File: config.mk
export PLATFORM = sky130hd
export DESIGN_NAME = axil_uart_arbiter_flat
export DESIGN_NICKNAME = d
export VERILOG_FILES = /design/src/rtl/axil_uart_arbiter_if.sv /design/src/rtl/axil_uart_arbiter.sv /design/src/flat_wrapper.sv
export SDC_FILE = /design/constraint.sdc
export NUM_CORES = 1
export LEC_CHECK = 0
export ABC_CLOCK_PERIOD_IN_PS = 2000
export CAP_MARGIN = 20
export CORE_AREA = 3 3 171 173
export CTS_CLUSTER_SIZE = 12
export DETAILED_ROUTE_END_ITERATION = 8
export DIE_AREA = 0 0 174 176
export SLEW_MARGIN = 20
export SYNTH_ARGS = -nofsm -noshare
export SYNTH_HDL_FRONTEND = slang
export SYNTH_SLANG_ARGS = --single-unit
File: constraint.sdc
create_clock -name clk -period 2 [get_ports clk]
set_input_delay 0.2 -clock clk [delete_from_list [all_inputs] [get_ports clk]]
set_output_delay 0.2 -clock clk [all_outputs]
set_load 0.05 [all_outputs]
File: src/rtl/axil_uart_arbiter_if.sv
// AXI4-Lite bundle (AW, W, B, AR, R) shared by the arbiter's master-facing and slave-facing ports.
// No logic, so no latency of its own.
// Backpressure is the plain AXI valid/ready of each channel.
interface axil_uart_arbiter_if #(
   parameter int ADDR_W = 32,
   parameter int DATA_W = 32
) ();
   logic [ADDR_W-1:0] awaddr;
   logic              awvalid;
   logic              awready;
   logic [DATA_W-1:0] wdata;
   logic [3:0]        wstrb;
   logic              wvalid;
   logic              wready;
   logic [1:0]        bresp;
   logic              bvalid;
   logic              bready;
   logic [ADDR_W-1:0] araddr;
   logic              arvalid;
   logic              arready;
   logic [DATA_W-1:0] rdata;
   logic [1:0]        rresp;
   logic              rvalid;
   logic              rready;

   // The side that issues requests.
   modport master (
      output awaddr, awvalid, wdata, wstrb, wvalid, bready, araddr, arvalid, rready,
      input  awready, wready, bresp, bvalid, arready, rdata, rresp, rvalid
   );

   // The side that answers requests.
   modport slave (
      input  awaddr, awvalid, wdata, wstrb, wvalid, bready, araddr, arvalid, rready,
      output awready, wready, bresp, bvalid, arready, rdata, rresp, rvalid
   );
endinterface

File: src/rtl/axil_uart_arbiter.sv
// Two-master AXI4-Lite arbiter in front of the UART bridge slave: round-robin, one transaction in flight.
// Latency: one IDLE arbitration cycle per transaction; channels pass through combinationally inside a phase.
// Backpressure: the non-granted master sees ready=0 and valid=0 and waits; optional watchdog under AXIL_ARB_TIMEOUT_EN.
module axil_uart_arbiter #(
   parameter int ADDR_W         = 32,
   parameter int DATA_W         = 32,
   parameter int TIMEOUT_CYCLES = 1024
) (
   input  logic               clk,
   input  logic               rst_n,
   axil_uart_arbiter_if.slave  m0,
   axil_uart_arbiter_if.slave  m1,
   axil_uart_arbiter_if.master s_axi,
   output logic [1:0]         grant,
   output logic               timeout_flag
);

   typedef enum logic [2:0] {IDLE, W_ADDR_DATA, W_RESP, R_ADDR, R_DATA} state_t;

   // The watchdog counter is 16 bits wide, so the limit must fit in it.
   if (TIMEOUT_CYCLES < 1 || TIMEOUT_CYCLES > 65535) begin : g_bad_timeout
      $error("TIMEOUT_CYCLES out of range for 16-bit watchdog");
   end

   state_t     state_q, state_d;
   logic       owner_q, owner_d;
   logic       rr_ptr_q, rr_ptr_d;
   logic [1:0] grant_q, grant_d;
   logic       aw_done_q, aw_done_d;
   logic       w_done_q, w_done_d;

   logic       req0, req1, win;
   logic       aw_hs, w_hs;
   logic       to_hit;   // watchdog expired: arbiter answers on the slave's behalf
   logic       absorb;   // IDLE drains late slave responses

   // Signals of whichever master currently owns the slave.
   logic [ADDR_W-1:0] sel_awaddr, sel_araddr;
   logic [DATA_W-1:0] sel_wdata;
   logic [3:0]        sel_wstrb;
   logic              sel_awvalid, sel_wvalid, sel_bready, sel_arvalid, sel_rready;

   // Owner-side response/ready values before being steered to m0 or m1.
   logic              o_awready, o_wready, o_bvalid, o_arready, o_rvalid;
   logic [1:0]        o_bresp, o_rresp;
   logic [DATA_W-1:0] o_rdata;

   // Slave-side valids/readies.
   logic              s_awvalid, s_wvalid, s_bready, s_arvalid, s_rready;

   assign req0 = m0.awvalid | m0.arvalid;
   assign req1 = m1.awvalid | m1.arvalid;

   assign sel_awaddr  = owner_q ? m1.awaddr  : m0.awaddr;
   assign sel_awvalid = owner_q ? m1.awvalid : m0.awvalid;
   assign sel_wdata   = owner_q ? m1.wdata   : m0.wdata;
   assign sel_wstrb   = owner_q ? m1.wstrb   : m0.wstrb;
   assign sel_wvalid  = owner_q ? m1.wvalid  : m0.wvalid;
   assign sel_bready  = owner_q ? m1.bready  : m0.bready;
   assign sel_araddr  = owner_q ? m1.araddr  : m0.araddr;
   assign sel_arvalid = owner_q ? m1.arvalid : m0.arvalid;
   assign sel_rready  = owner_q ? m1.rready  : m0.rready;

`ifdef AXIL_ARB_TIMEOUT_EN
   localparam logic [15:0] TO_LIMIT = 16'(TIMEOUT_CYCLES);

   logic [15:0] cnt_q, cnt_d;
   logic        timeout_flag_q;

   assign to_hit = (state_q == W_RESP || state_q == R_DATA) && (cnt_q >= TO_LIMIT);
   assign absorb = 1'b1;

   // Counter is zero outside the response phases, so it starts from 0 on every entry; it saturates at the limit.
   assign cnt_d = (state_q == W_RESP || state_q == R_DATA) ?
                  (to_hit ? cnt_q : cnt_q + 16'd1) : 16'd0;

   // Watchdog counter and sticky flag, set when the synthesized error response is accepted.
   always_ff @(posedge clk or negedge rst_n) begin
      if (!rst_n) begin
         cnt_q          <= 16'd0;
         timeout_flag_q <= 1'b0;
      end else begin
         cnt_q          <= cnt_d;
         timeout_flag_q <= timeout_flag_q |
                           (to_hit && state_q == W_RESP && sel_bready) |
                           (to_hit && state_q == R_DATA && sel_rready);
      end
   end

   assign timeout_flag = timeout_flag_q;
`else
   assign to_hit       = 1'b0;
   assign absorb       = 1'b0;
   assign timeout_flag = 1'b0;
`endif

   // State, owner, round-robin pointer, grant and write-phase done flags.
   always_ff @(posedge clk or negedge rst_n) begin
      if (!rst_n) begin
         state_q   <= IDLE;
         owner_q   <= 1'b0;
         rr_ptr_q  <= 1'b0;
         grant_q   <= 2'b00;
         aw_done_q <= 1'b0;
         w_done_q  <= 1'b0;
      end else begin
         state_q   <= state_d;
         owner_q   <= owner_d;
         rr_ptr_q  <= rr_ptr_d;
         grant_q   <= grant_d;
         aw_done_q <= aw_done_d;
         w_done_q  <= w_done_d;
      end
   end

   // Next-state, arbitration and per-phase channel routing.
   always_comb begin
      state_d   = state_q;
      owner_d   = owner_q;
      rr_ptr_d  = rr_ptr_q;
      grant_d   = grant_q;
      aw_done_d = aw_done_q;
      w_done_d  = w_done_q;
      win       = 1'b0;
      aw_hs     = 1'b0;
      w_hs      = 1'b0;
      s_awvalid = 1'b0;
      s_wvalid  = 1'b0;
      s_bready  = 1'b0;
      s_arvalid = 1'b0;
      s_rready  = 1'b0;
      o_awready = 1'b0;
      o_wready  = 1'b0;
      o_bvalid  = 1'b0;
      o_bresp   = 2'b00;
      o_arready = 1'b0;
      o_rvalid  = 1'b0;
      o_rdata   = '0;
      o_rresp   = 2'b00;

      case (state_q)
         IDLE: begin
            s_bready = absorb;
            s_rready = absorb;
            if (req0 | req1) begin
               // With both requesting the pointer decides; with one, req1 alone names the winner.
               win     = (req0 & req1) ? rr_ptr_q : req1;
               owner_d = win;
               grant_d = win ? 2'b10 : 2'b01;
               state_d = (win ? m1.awvalid : m0.awvalid) ? W_ADDR_DATA : R_ADDR;
            end
         end

         W_ADDR_DATA: begin
            s_awvalid = sel_awvalid & ~aw_done_q;
            s_wvalid  = sel_wvalid  & ~w_done_q;
            o_awready = s_axi.awready & ~aw_done_q;
            o_wready  = s_axi.wready  & ~w_done_q;
            aw_hs     = s_awvalid & s_axi.awready;
            w_hs      = s_wvalid  & s_axi.wready;
            if ((aw_done_q | aw_hs) & (w_done_q | w_hs)) begin
               state_d   = W_RESP;
               aw_done_d = 1'b0;
               w_done_d  = 1'b0;
            end else begin
               aw_done_d = aw_done_q | aw_hs;
               w_done_d  = w_done_q  | w_hs;
            end
         end

         W_RESP: begin
            if (to_hit) begin
               o_bvalid = 1'b1;
               o_bresp  = 2'b10;
               if (sel_bready) begin
                  state_d  = IDLE;
                  rr_ptr_d = ~owner_q;
                  grant_d  = 2'b00;
               end
            end else begin
               s_bready = sel_bready;
               o_bvalid = s_axi.bvalid;
               o_bresp  = s_axi.bresp;
               if (s_axi.bvalid & sel_bready) begin
                  state_d  = IDLE;
                  rr_ptr_d = ~owner_q;
                  grant_d  = 2'b00;
               end
            end
         end

         R_ADDR: begin
            s_arvalid = sel_arvalid;
            o_arready = s_axi.arready;
            if (sel_arvalid & s_axi.arready) begin
               state_d = R_DATA;
            end
         end

         R_DATA: begin
            if (to_hit) begin
               o_rvalid = 1'b1;
               o_rresp  = 2'b10;
               if (sel_rready) begin
                  state_d  = IDLE;
                  rr_ptr_d = ~owner_q;
                  grant_d  = 2'b00;
               end
            end else begin
               s_rready = sel_rready;
               o_rvalid = s_axi.rvalid;
               o_rdata  = s_axi.rdata;
               o_rresp  = s_axi.rresp;
               if (s_axi.rvalid & sel_rready) begin
                  state_d  = IDLE;
                  rr_ptr_d = ~owner_q;
                  grant_d  = 2'b00;
               end
            end
         end

         default: begin
            state_d = IDLE;
         end
      endcase
   end

   assign grant = grant_q;

   // Slave side: payloads come straight from the owner, valids/readies from the phase logic.
   assign s_axi.awaddr  = sel_awaddr;
   assign s_axi.awvalid = s_awvalid;
   assign s_axi.wdata   = sel_wdata;
   assign s_axi.wstrb   = sel_wstrb;
   assign s_axi.wvalid  = s_wvalid;
   assign s_axi.bready  = s_bready;
   assign s_axi.araddr  = sel_araddr;
   assign s_axi.arvalid = s_arvalid;
   assign s_axi.rready  = s_rready;

   // Master side: the non-owner always sees zeros.
   assign m0.awready = ~owner_q & o_awready;
   assign m0.wready  = ~owner_q & o_wready;
   assign m0.bvalid  = ~owner_q & o_bvalid;
   assign m0.bresp   = owner_q ? 2'b00 : o_bresp;
   assign m0.arready = ~owner_q & o_arready;
   assign m0.rvalid  = ~owner_q & o_rvalid;
   assign m0.rdata   = owner_q ? '0 : o_rdata;
   assign m0.rresp   = owner_q ? 2'b00 : o_rresp;

   assign m1.awready = owner_q & o_awready;
   assign m1.wready  = owner_q & o_wready;
   assign m1.bvalid  = owner_q & o_bvalid;
   assign m1.bresp   = owner_q ? o_bresp : 2'b00;
   assign m1.arready = owner_q & o_arready;
   assign m1.rvalid  = owner_q & o_rvalid;
   assign m1.rdata   = owner_q ? o_rdata : '0;
   assign m1.rresp   = owner_q ? o_rresp : 2'b00;

endmodule

File: src/flat_wrapper.sv
// flat-port wrapper written by rule: the top's interface ports become plain ports
module axil_uart_arbiter_flat 
#(
   parameter int ADDR_W         = 32,
   parameter int DATA_W         = 32,
   parameter int TIMEOUT_CYCLES = 1024
)
  (clk, rst_n, grant, timeout_flag, m0_awaddr, m0_awvalid, m0_wdata, m0_wstrb, m0_wvalid, m0_bready, m0_araddr, m0_arvalid, m0_rready, m0_awready, m0_wready, m0_bresp, m0_bvalid, m0_arready, m0_rdata, m0_rresp, m0_rvalid, m1_awaddr, m1_awvalid, m1_wdata, m1_wstrb, m1_wvalid, m1_bready, m1_araddr, m1_arvalid, m1_rready, m1_awready, m1_wready, m1_bresp, m1_bvalid, m1_arready, m1_rdata, m1_rresp, m1_rvalid, s_axi_awaddr, s_axi_awvalid, s_axi_wdata, s_axi_wstrb, s_axi_wvalid, s_axi_bready, s_axi_araddr, s_axi_arvalid, s_axi_rready, s_axi_awready, s_axi_wready, s_axi_bresp, s_axi_bvalid, s_axi_arready, s_axi_rdata, s_axi_rresp, s_axi_rvalid);
  axil_uart_arbiter_if #(.ADDR_W(ADDR_W), .DATA_W(DATA_W)) m0_i ();
  axil_uart_arbiter_if #(.ADDR_W(ADDR_W), .DATA_W(DATA_W)) m1_i ();
  axil_uart_arbiter_if #(.ADDR_W(ADDR_W), .DATA_W(DATA_W)) s_axi_i ();
  input  logic clk;
  input  logic rst_n;
  output logic [1:0] grant;
  output logic timeout_flag;
  input wire logic [$bits(m0_i.awaddr)-1:0] m0_awaddr;
  input wire logic [$bits(m0_i.awvalid)-1:0] m0_awvalid;
  input wire logic [$bits(m0_i.wdata)-1:0] m0_wdata;
  input wire logic [$bits(m0_i.wstrb)-1:0] m0_wstrb;
  input wire logic [$bits(m0_i.wvalid)-1:0] m0_wvalid;
  input wire logic [$bits(m0_i.bready)-1:0] m0_bready;
  input wire logic [$bits(m0_i.araddr)-1:0] m0_araddr;
  input wire logic [$bits(m0_i.arvalid)-1:0] m0_arvalid;
  input wire logic [$bits(m0_i.rready)-1:0] m0_rready;
  output wire logic [$bits(m0_i.awready)-1:0] m0_awready;
  output wire logic [$bits(m0_i.wready)-1:0] m0_wready;
  output wire logic [$bits(m0_i.bresp)-1:0] m0_bresp;
  output wire logic [$bits(m0_i.bvalid)-1:0] m0_bvalid;
  output wire logic [$bits(m0_i.arready)-1:0] m0_arready;
  output wire logic [$bits(m0_i.rdata)-1:0] m0_rdata;
  output wire logic [$bits(m0_i.rresp)-1:0] m0_rresp;
  output wire logic [$bits(m0_i.rvalid)-1:0] m0_rvalid;
  input wire logic [$bits(m1_i.awaddr)-1:0] m1_awaddr;
  input wire logic [$bits(m1_i.awvalid)-1:0] m1_awvalid;
  input wire logic [$bits(m1_i.wdata)-1:0] m1_wdata;
  input wire logic [$bits(m1_i.wstrb)-1:0] m1_wstrb;
  input wire logic [$bits(m1_i.wvalid)-1:0] m1_wvalid;
  input wire logic [$bits(m1_i.bready)-1:0] m1_bready;
  input wire logic [$bits(m1_i.araddr)-1:0] m1_araddr;
  input wire logic [$bits(m1_i.arvalid)-1:0] m1_arvalid;
  input wire logic [$bits(m1_i.rready)-1:0] m1_rready;
  output wire logic [$bits(m1_i.awready)-1:0] m1_awready;
  output wire logic [$bits(m1_i.wready)-1:0] m1_wready;
  output wire logic [$bits(m1_i.bresp)-1:0] m1_bresp;
  output wire logic [$bits(m1_i.bvalid)-1:0] m1_bvalid;
  output wire logic [$bits(m1_i.arready)-1:0] m1_arready;
  output wire logic [$bits(m1_i.rdata)-1:0] m1_rdata;
  output wire logic [$bits(m1_i.rresp)-1:0] m1_rresp;
  output wire logic [$bits(m1_i.rvalid)-1:0] m1_rvalid;
  output wire logic [$bits(s_axi_i.awaddr)-1:0] s_axi_awaddr;
  output wire logic [$bits(s_axi_i.awvalid)-1:0] s_axi_awvalid;
  output wire logic [$bits(s_axi_i.wdata)-1:0] s_axi_wdata;
  output wire logic [$bits(s_axi_i.wstrb)-1:0] s_axi_wstrb;
  output wire logic [$bits(s_axi_i.wvalid)-1:0] s_axi_wvalid;
  output wire logic [$bits(s_axi_i.bready)-1:0] s_axi_bready;
  output wire logic [$bits(s_axi_i.araddr)-1:0] s_axi_araddr;
  output wire logic [$bits(s_axi_i.arvalid)-1:0] s_axi_arvalid;
  output wire logic [$bits(s_axi_i.rready)-1:0] s_axi_rready;
  input wire logic [$bits(s_axi_i.awready)-1:0] s_axi_awready;
  input wire logic [$bits(s_axi_i.wready)-1:0] s_axi_wready;
  input wire logic [$bits(s_axi_i.bresp)-1:0] s_axi_bresp;
  input wire logic [$bits(s_axi_i.bvalid)-1:0] s_axi_bvalid;
  input wire logic [$bits(s_axi_i.arready)-1:0] s_axi_arready;
  input wire logic [$bits(s_axi_i.rdata)-1:0] s_axi_rdata;
  input wire logic [$bits(s_axi_i.rresp)-1:0] s_axi_rresp;
  input wire logic [$bits(s_axi_i.rvalid)-1:0] s_axi_rvalid;
  assign m0_i.awaddr = m0_awaddr;
  assign m0_i.awvalid = m0_awvalid;
  assign m0_i.wdata = m0_wdata;
  assign m0_i.wstrb = m0_wstrb;
  assign m0_i.wvalid = m0_wvalid;
  assign m0_i.bready = m0_bready;
  assign m0_i.araddr = m0_araddr;
  assign m0_i.arvalid = m0_arvalid;
  assign m0_i.rready = m0_rready;
  assign m0_awready = m0_i.awready;
  assign m0_wready = m0_i.wready;
  assign m0_bresp = m0_i.bresp;
  assign m0_bvalid = m0_i.bvalid;
  assign m0_arready = m0_i.arready;
  assign m0_rdata = m0_i.rdata;
  assign m0_rresp = m0_i.rresp;
  assign m0_rvalid = m0_i.rvalid;
  assign m1_i.awaddr = m1_awaddr;
  assign m1_i.awvalid = m1_awvalid;
  assign m1_i.wdata = m1_wdata;
  assign m1_i.wstrb = m1_wstrb;
  assign m1_i.wvalid = m1_wvalid;
  assign m1_i.bready = m1_bready;
  assign m1_i.araddr = m1_araddr;
  assign m1_i.arvalid = m1_arvalid;
  assign m1_i.rready = m1_rready;
  assign m1_awready = m1_i.awready;
  assign m1_wready = m1_i.wready;
  assign m1_bresp = m1_i.bresp;
  assign m1_bvalid = m1_i.bvalid;
  assign m1_arready = m1_i.arready;
  assign m1_rdata = m1_i.rdata;
  assign m1_rresp = m1_i.rresp;
  assign m1_rvalid = m1_i.rvalid;
  assign s_axi_awaddr = s_axi_i.awaddr;
  assign s_axi_awvalid = s_axi_i.awvalid;
  assign s_axi_wdata = s_axi_i.wdata;
  assign s_axi_wstrb = s_axi_i.wstrb;
  assign s_axi_wvalid = s_axi_i.wvalid;
  assign s_axi_bready = s_axi_i.bready;
  assign s_axi_araddr = s_axi_i.araddr;
  assign s_axi_arvalid = s_axi_i.arvalid;
  assign s_axi_rready = s_axi_i.rready;
  assign s_axi_i.awready = s_axi_awready;
  assign s_axi_i.wready = s_axi_wready;
  assign s_axi_i.bresp = s_axi_bresp;
  assign s_axi_i.bvalid = s_axi_bvalid;
  assign s_axi_i.arready = s_axi_arready;
  assign s_axi_i.rdata = s_axi_rdata;
  assign s_axi_i.rresp = s_axi_rresp;
  assign s_axi_i.rvalid = s_axi_rvalid;
  axil_uart_arbiter #(.ADDR_W(ADDR_W), .DATA_W(DATA_W), .TIMEOUT_CYCLES(TIMEOUT_CYCLES)) u_core (.clk(clk), .rst_n(rst_n), .m0(m0_i), .m1(m1_i), .s_axi(s_axi_i), .grant(grant), .timeout_flag(timeout_flag));
endmodule
== Word-level counts from Yosys, hierarchy flattened ==
Index checks and enable logic that the tools add are counted.
Word-level totals
  bits in registers: 9
  input port bits: 253
  output and inout port bits: 190
  logic and storage cells: 98
Cells by class
  equal/unequal tests: 9
  mux-type cells: 47
  bitwise operators: 29
  reduce and logical (&&, ||, !) cells: 7
Operators by type and width (number)
  2-to-1 mux 32 bit: 6
  2-to-1 mux 2 bit: 11
  bitwise AND 1 bit: 21
  2-to-1 mux 1 bit: 21
  2-to-1 mux 3 bit: 5
  case mux 3 bit (5 select lines): 1
  != test 2 x 1 -> 1 bit (second input constant): 5
  equality test 3 x 2 -> 1 bit (second input constant): 2
  case mux 2 bit (3 select lines): 1
  bitwise OR 1 bit: 5
  AND reduction 5 bit: 1
  2-to-1 mux 4 bit: 1
  AND reduction 4 bit: 1
  equality test 3 x 1 -> 1 bit (second input constant): 1
  equality test 3 bit (second input constant): 1
  logical NOT 3 bit: 1
  inverter 1 bit: 3
  AND reduction 3 bit: 1
  nonzero test 3 bit: 1
  case mux 1 bit (2 select lines): 1
  AND reduction 2 bit: 1
  nonzero test 2 bit: 1

== Depth between registers and ports, before layout ==
Gate-level depths: netlist (run 1).
  depth after elaboration: 7
  gate-level depth with buffers: 6

== Worst setup path before layout (run 1) ==
OpenSTA, ideal clock, no wires.
  path type: reg2out
  start point: register u_core.owner_q
  end point: output port m0_awready
  arrival time: 2508 ps
  path slack: -708 ps
  cell stages (with the launch flop): 6
  cells stage by stage: dfrtp_1 > buf_6 > buf_6 > buf_2 > buf_2 > nor4_1
Between the ends
  longest elaborated chain between the ends: 2
Ends and longest elaborated chain
  start, declared: RTL line axil_uart_arbiter.sv:26  | logic owner_q, owner_d;
  start signal, assigned: RTL line axil_uart_arbiter.sv:108  | owner_q <= owner_d;
  inverter 1 bit
  bitwise AND 1 bit: RTL line axil_uart_arbiter.sv:242  | assign m0.awready = ~owner_q & o_awready;
  end, declared: RTL line flat_wrapper.sv:25  | output wire logic [$bits(m0_i.awready)-1:0] m0_awready;
No other way between the ends.

== Final worst setup path (run 1) ==
  start point: register u_core.owner_q
  end point: output port s_axi_awaddr[0]
Between the ends
  longest elaborated chain between the ends: 1
Ends and longest elaborated chain
  2-to-1 mux 32 bit: RTL line axil_uart_arbiter.sv:54  | assign sel_awaddr = owner_q ? m1.awaddr : m0.awaddr;
  end, declared: RTL line flat_wrapper.sv:50  | output wire logic [$bits(s_axi_i.awaddr)-1:0] s_axi_awaddr;
No other way between the ends.

==> run_results.csv, run 1 <==
group,metric,value,unit
finish,final_cells,1107,
finish,drive_above_1_share,0.4431,
route,viasPerCell,3.687,
global_route,grt_use_total,0.1225,
global_route,grt_max_degree,71,
timing,finalHoldViolations,0,
clock_network,htree_levels,1,
route,ant_nets,0,
clock_network,cts_root_buffer,"clkbuf_16",
route,drt-total-wl,20.90,mm
route,firstDrtPassIters,4,
die,core_area,27780,µm²
die,die_h,176,µm
power_and_ir_drop,switching_share,0.5811,
timing,fin_skew,0.001242,ns
finish,mostFrequentLayoutCell,"clkdlybuf4s50_1",
flow_run,maxCapViolations,0,
worst_setup_path,rrSetupSlack,0.20,ns
power_and_ir_drop,power.switching,0.004932,W
global_route,overflow,0,
yosys,syn_area_per_cell,8.419,µm²
global_route,antenna_found_initial,3,
power_and_ir_drop,pwr-share-clk,0.041,
route,route.vias.total,4081,
yosys,yosysSeqAreaShare,0.08946,
worst_setup_path,start_kind,"flip-flop",
placed_design,place_hpwl,18.31,mm
worst_setup_path,worstSetupEndpointType,"output pin",
clock_network,clkTransAtPathRegs,0.04,ns
timing,grt_setup_unrepaired,"false",
worst_setup_path,path_class,"flip-flop to output pin",
placed_design,place_area,7520,µm²
timing,fmax,519.7,MHz
timing,setup_viol,0,
worst_setup_path,arrival,1.72,ns
finish,multi_input_area,2126,µm²
yosys,synthesis.nets,552,
die,fp.dieW,174,µm
die,io_pins,443,
finish,nFillCells,3002,
die,rows,61,
finish,num_antenna_cells,0,
die,start_util,0.09061,
yosys,yosys_warnings,0,
placed_design,dp_cells,1093,
power_and_ir_drop,cellPowerDensity,1102,nW/µm²
finish,num-nets-final,983,
placed_design,place.gp.congestion,0.8528,
power_and_ir_drop,leakagePower,3.415,nW
die,dieArea,30620,µm²
timing,maxSlewViolCount,0,
timing,tightest_slew,0.5086,ns
yosys,netlist.top_cell.by_area,"mux2_2",
yosys,ys_seq_elements,9,
global_route,grt_pass1_vias,4240,
clock_network,cts_tree,"built",
timing,max_slew_margin,0.6598,
finish,ff_latch_area,230.2,µm²
yosys,synth_top_area_frac,0.4518,
yosys,synth_edf_count,0,
power_and_ir_drop,internal_power,0.003555,W
clock_network,cts.sinks,9,
clock_network,cts_made_buffers,3,
timing,post-route-min-period,1.924,ns
clock_network,cts_hold_buf,0,
yosys,synthCells,299,
clock_network,cts_buffer_depth,2,
outcome,status,"finished, final reports clean",
worst_setup_path,crit_required,1.80,ns
route,wire_per_inst,18.88,µm
yosys,yosys-top-cells-area,"mux2_2 45%, and3_1 19%, dfrtp_1 8.9%",
finish,area_growth,205.9,%
worst_hold_path,min_path_type,"primary input to asynchronous set/reset pin",
power_and_ir_drop,vdd_drop_max,0.4960,mV
global_route,grt_first_pass_wirelength,28.59,mm
yosys,netlist_area,2517,µm²
timing,fin_crit_sh,0.9621,
route,drc,0,
yosys,synth_cell_types,40,
power_and_ir_drop,pwr-share-seq,0.056,
placed_design,portBuffers,441,
route,first_iter_violations,189,
power_and_ir_drop,comb_power_share,0.903,
yosys,synthArstFlopShare,1.000,
yosys,synthFlopType,"dfrtp_1",
finish,stdcell_area,7700,µm²
worst_setup_path,cp_max_fo,58,
finish,final_cell_mix,"254 x clkdlybuf4s50_1, 150 x buf_4, 101 x mux2_2",
clock_network,clkLatencyLatePin,0.23,ns
flip-flops by register name, summed over array words and instances (netlist names):
register	flops
u_core.w_done_q	1
u_core.state_q	3
u_core.owner_q	1
u_core.aw_done_q	1
u_core.rr_ptr_q	1
u_core.grant	2
cell usage after synthesis (3+ instances only):
cell,number
a21oi_1,4
and3_1,75
buf_2,14
buf_4,3
clkbuf_1,13
dfrtp_1,9
inv_1,8
mux2_2,101
mux2i_1,3
nand2_1,8
nor2_1,14
nor3_1,6
nor4_1,3
power groups by stage:
stage	Clock [W]	Sequential, W	Combinational (W)
after floorplan	0	0.000401	0.00500
after global placement	0	0.000510	0.00751
after CTS	0.000352	0.000485	0.00765
final	0.000345	0.000479	0.00766
after global routing	0.000372	0.000499	0.00798
after detailed placement	0	0.000515	0.00751
cells by family after synthesis:
family | synth area share
compound gates | 0.07207
buf+inv | 0.07704
flops | 0.08946
mux | 0.4692
other cells | 0.001490
simple gates | 0.2908
routing by layer:
layer | vias to the layer above | global-route usage | routed length [µm]
met2 | 216 | 0.2257 | 10830
met3 | 8 | 0.03505 | 1690
met5 | - | 0 | 27
met1 | 1886 | 0.1475 | 8289
met4 | 4 | 0.008043 | 59
li1 | 1967 | - | -
final timing paths:
kind                            startpoint                end  depth (start not counted)
max                         u_core.owner_q    s_axi_awaddr[0]                          3
min                                  rst_n    u_core.w_done_q                          1
max reg2reg                 u_core.owner_q  u_core.state_q[0]                          5
min reg2reg                u_core.grant[1]    u_core.grant[1]                          2
max in group asynchronous            rst_n     u_core.owner_q                          1
min in group clk           u_core.grant[1]    u_core.grant[1]                          2
final cells by class:
cell class | count | share of cell area
repair buffers | 458 | 0.6185
well taps | 378 | 0.06142
clock buffers | 4 | 0.01024
flip-flops and latches | 9 | 0.02990
multi-input cells | 250 | 0.2761
inverters | 8 | 0.003900
metrics by stage:
step           total power [W]  hold slack [ns]    util  worst slack, ns  TNS [ns]
2_1_floorplan         0.005398         -0.09559       -          -0.2428   -0.6184
3_3_place_gp          0.008021           0.5150  0.2707           0.1749         0
3_5_place_dp          0.008021           0.5243  0.2707           0.1810         0
4_1_cts               0.008490           0.3073  0.2749          0.04513         0
5_1_grt               0.008853           0.3312  0.2772          0.01087         0
6_report              0.008487           0.2891  0.2772          0.07573         0
critical path, cell delays in order (launching register included):
cell and delay (ns):
dfrtp_4 0.52, buf_16 0.29, mux2_2 0.45, buf_12 0.17
timing repair:
item                       in CTS  in global routing
setup endpoints to repair      30                  8
buffers inserted                4                  5
resized for setup               2                  0
pin swaps                       0                  1
gates cloned                    0                  1
Note: power is estimated with default switching activity, not from simulation.
==> run 2: changes to the inputs <==
--- a/config.mk
+++ b/config.mk
@@ -8,6 +8,7 @@
 export ABC_CLOCK_PERIOD_IN_PS = 2000
 export CAP_MARGIN = 20
 export CORE_AREA = 3 3 171 173
+export CTS_CLUSTER_DIAMETER = 30
 export CTS_CLUSTER_SIZE = 12
 export DETAILED_ROUTE_END_ITERATION = 8
 export DIE_AREA = 0 0 174 176
==> results of run 2 <==
Same layout as run 1: the final DEF is identical, and so are final timing and power.
==> variant 1 (config.mk and constraints of run 2) <==
Build with the macro `AXIL_ARB_TIMEOUT_EN` defined.
--- a/src/rtl/axil_uart_arbiter.sv
+++ b/src/rtl/axil_uart_arbiter.sv
@@ -1,6 +1,8 @@
 // Two-master AXI4-Lite arbiter in front of the UART bridge slave: round-robin, one transaction in flight.
 // Latency: one IDLE arbitration cycle per transaction; channels pass through combinationally inside a phase.
 // Backpressure: the non-granted master sees ready=0 and valid=0 and waits; optional watchdog under AXIL_ARB_TIMEOUT_EN.
+`define AXIL_ARB_TIMEOUT_EN
+
 module axil_uart_arbiter #(
    parameter int ADDR_W         = 32,
    parameter int DATA_W         = 32,
Behaviour: not the same (a bounded check fails within 4 cycles, from zero or initial values and one cycle with rst_n low).
==> variant 1 against run 2 <==
The run now ends with setup timing left; sequential share of layout area up 4.0 points; critical path depth is 3 higher; via count rose by 12%; setup slack worse by 0.19 ns; sequential cell count grew 17; maximum frequency decreased by 9.0%; wire length is 28% higher; hold slack got worse by 0.026 ns; synthesized area up 27%; sequential power rose by 59%; final area grew 21%; synthesized cell count increased by 22%; total power rose by 17%; critical path type unchanged; critical endpoint is now m0_rdata[15]; largest cell class unchanged.
==> variant 1: results (changes against run 2) <==
| Metric | Value |
|---|---|
| Status | `complete, but fails checks (was finished, final reports clean)` |
| Failing checks | `setup timing` |
| Clk pin slew, worst setup/hold paths | `0.07 ns (was 0.04 ns)` |
| Data buffer area share | `0.592 (was 0.618)` |
| GR Util met2 | `0.244 (was 0.226)` |
| Worst path slowest cell | `dfrtp_1 (was dfrtp_4)` |
| Register area share after synthesis | `0.203 (was 0.0895)` |
| Fill cell count | `2816 (was 3002)` |
| Max reg flops | `16 (was 3)` |
| DR iter-0 viols | `146 (was 189)` |
| Largest Register | `u_core.cnt_q (was u_core.state_q)` |
| Signal buffers | `475 (was 458)` |
| P_int | `4570 µW (was 3550 µW)` |
| IO Port Bufs | `442 (was 441)` |
| Final setup viols | `68 (was 0)` |
| Post-CTS sizing | `15 (was 2)` |
| Seq_cells | `26 (was 9)` |
| Clock share of power | `0.046 (was 0.041)` |
| Combinational share of power | `0.877 (was 0.903)` |
| Max Clock Skew | `0.00475 ns (was 0.00124 ns)` |
| Share of cells above drive strength 1 | `0.474 (was 0.443)` |
| Multi-input logic cell count | `309 (was 250)` |
| Leak | `0.00380 µW (was 0.00341 µW)` |
| Final setup margin | `-0.116 ns (was 0.0757 ns)` |
| Clock network area share | `0.00845 (was 0.0102)` |
| Largest net degree at the start of global routing | `34 (was 71)` |
| Met1 Use GR | `0.202 (was 0.148)` |
| Fin nets | `1077 (was 983)` |
| Synth Area in Adders | `0.00780 (was 0)` |
| Synth cell count leaders | `mux2_2, and2_1, nor2_1 (was mux2_2, and3_1, buf_2, nor2_1, clkbuf_1)` |
| Multi-input gate area in the final layout | `0.00257 mm² (was 0.00213 mm²)` |
| Pre-CTS setup slack | `0.134 ns (was 0.181 ns)` |
| Antenna violations before repair | `20 (was 3)` |
| Vias per std cell | `3.81 (was 3.69)` |
| Synth unique cells | `42 (was 40)` |
| DP HPWL | `24.4 mm (was 18.3 mm)` |
| Vias in the first global route | `4685 (was 4240)` |
| Setup TNS | `-5.38 ns (was 0 ns)` |
| Worst R2R Setup Slack | `0.14 ns (was 0.20 ns)` |
-- variant 1: cell types whose count changed after synthesis, sizes merged, moves of 6 or more --
cell / run 2 / this run
and3: 75 / 5
nand2: 8 / 16
a21oi: 4 / 10
dfrtp: 9 / 26
and2: 2 / 75
nor2: 14 / 28
-- variant 1: worst max-delay path by stage --
stage | from | endpoint | slack [ns] | cells past startpoint
finish | u_core.cnt_q[13] | m0_rdata[15] | -0.12 | 6
global route | u_core.cnt_q[13] | m0_rdata[30] | -0.20 | 6
global placement | u_core.cnt_q[13] | s_axi_bready | 0.14 | 6
floorplan | u_core.owner_q | m0_rresp[1] | -0.22 | 4
CTS | u_core.cnt_q[13] | m0_rdata[30] | -0.10 | 6
detailed placement | u_core.state_q[1] | m0_bvalid | 0.13 | 6
-- variant 1: stage by stage --
| stage | total power (µW) | instance area [µm²] | instances | utilization |
|---|---|---|---|---|
| 2_1_floorplan | 5840 | 3270 | 366 | - |
| 3_3_place_gp | 9340 | 9080 | 1187 | 0.327 |
| 3_5_place_dp | 9330 | 9080 | 1187 | 0.327 |
| 4_1_cts | 9900 | 9230 | 1195 | 0.332 |
| 5_1_grt | 10400 | 9320 | 1199 | 0.335 |
| 6_report | 9910 | 9330 | 1202 | 0.336 |
-- variant 1: cells by family after synthesis --
family | after synthesis
AND/OR/NAND/NOR | 160
multiplexers | 108
AO/OA/AOI/OAI | 35
buffers and inverters | 31
flip-flops | 26
XOR/XNOR | 4
adder cells (fa/ha/maj) | 2
-- variant 1: layer usage --
metal	part of all wire	up-vias	wire (µm)
met2	0.43	267	11600
met1	0.41	2055	10800
li1	-	2190	-
met5	0.0083	-	222
met4	0.013	32	359
met3	0.14	40	3730
-- variant 1: critical path, delay by kind of cell (launching register included) --
family        cells  cell delay [ns]
simple gates      4             0.89
buf+inv           2             0.33
flops             1             0.41
==> variant 2 (config.mk and constraints of run 2) <==
Made on the original files. Re-encode `state_t` (5 states) as one-hot, 5 bits wide.
--- a/src/rtl/axil_uart_arbiter.sv
+++ b/src/rtl/axil_uart_arbiter.sv
@@ -15,7 +15,7 @@
    output logic               timeout_flag
 );
 
-   typedef enum logic [2:0] {IDLE, W_ADDR_DATA, W_RESP, R_ADDR, R_DATA} state_t;
+   typedef enum logic [4:0] {IDLE = 5'b00001, W_ADDR_DATA = 5'b00010, W_RESP = 5'b00100, R_ADDR = 5'b01000, R_DATA = 5'b10000} state_t;
 
    // The watchdog counter is 16 bits wide, so the limit must fit in it.
    if (TIMEOUT_CYCLES < 1 || TIMEOUT_CYCLES > 65535) begin : g_bad_timeout
Behaviour: same outputs for any inputs over 4 cycles, from zero or initial values and one cycle with rst_n low; so few cycles prove little.
==> variant 2 against run 2 <==
Final area increased by 7.8%; die area did not move; via count shrank 5.1%; setup slack worse by 0.012 ns; total power down 10%; synthesized area decreased by 0.40%; wire length down 12%; clock skew increased by 0.0025 ns; sequential cell count increased by 2; critical endpoint is now m0_rdata[17].
==> variant 2: results (changes against run 2) <==
| Metric | Value |
|---|---|
| Status | `finished, final reports clean (unchanged)` |
| Synth cell count leaders | `mux2_2, and2_1, buf_2, nor2_1, dfrtp_1 (was mux2_2, and3_1, buf_2, nor2_1, clkbuf_1)` |
| Syn Nets | `540 (was 552)` |
| Cell Count, Final, Fillers Out | `1110 (was 1107)` |
| Syn avg cell area | `8.74 µm² (was 8.42 µm²)` |
| Vias in the first global route | `3953 (was 4240)` |
| Most area-consuming cells after synthesis | `mux2_2, and2_1, dfrtp_1 (was mux2_2, and3_1, dfrtp_1)` |
| CP Max Fanout | `34 (was 58)` |
| DP Area | `0.00810 mm² (was 0.00752 mm²)` |
| Compound-Gate Fraction of Synth Area | `0.0704 (was 0.0721)` |
| VDD IR max | `634 µV (was 496 µV)` |
| Fill cell count | `2911 (was 3002)` |
| Via Count | `3872 (was 4081)` |
| DR WL met3 | `1.24 mm (was 1.69 mm)` |
| Largest net degree at the start of global routing | `35 (was 71)` |
| M1 wire length | `7.44 mm (was 8.29 mm)` |
| Max Clock Skew | `0.00376 ns (was 0.00124 ns)` |
| DR WL met2 | `9.71 mm (was 10.8 mm)` |
| Synth unique cells | `44 (was 40)` |
| Total power | `7610 µW (was 8490 µW)` |
| Routed WL | `18.4 mm (was 20.9 mm)` |
| Register area share after synthesis | `0.110 (was 0.0895)` |
| First-pass GRT wire length | `25.8 mm (was 28.6 mm)` |
| Pre-CTS setup slack | `0.219 ns (was 0.181 ns)` |
| DR iter-0 viols | `131 (was 189)` |
| CP arrival | `1.74 ns (was 1.72 ns)` |
| DP HPWL | `16.0 mm (was 18.3 mm)` |
| GPL Wtd Cong | `0.762 (was 0.853)` |
| Total track usage | `0.107 (was 0.122)` |
| Post-synthesis mux area share | `0.473 (was 0.469)` |
| Worst path slowest cell | `dfrtp_1 (was dfrtp_4)` |
| Antenna violations before repair | `1 (was 3)` |
[variant 2: worst paths after layout]
check                                  startpoint         endpoint  slack [ns]  cells past startpoint
worst max-delay path            u_core.state_q[1]     m0_rdata[17]        0.06                      6
worst min-delay path                        rst_n   u_core.owner_q        0.31                      1
worst max register to register     u_core.owner_q  u_core.grant[1]        0.33                      5
worst min register to register    u_core.grant[0]  u_core.grant[0]        0.51                      1
max in group asynchronous                   rst_n   u_core.owner_q        1.29                      1
min in group clk                  u_core.grant[0]  u_core.grant[0]        0.51                      1
[variant 2: metal layers]
metal	global-route usage	vias to the layer above
li1	-	1906
met2	0.196	169
met1	0.134	1789
met5	0	-
met4	0.00402	2
met3	0.0247	6
[variant 2: cell type report]
type	instances	area (µm²)	area share
timing repair buffer	462	5260	0.634
sequential	11	280	0.0338
tap	378	473	0.0570
clock buffer	4	78.8	0.00950
multi-input combinational	248	2180	0.263
inverter	7	27.5	0.00332
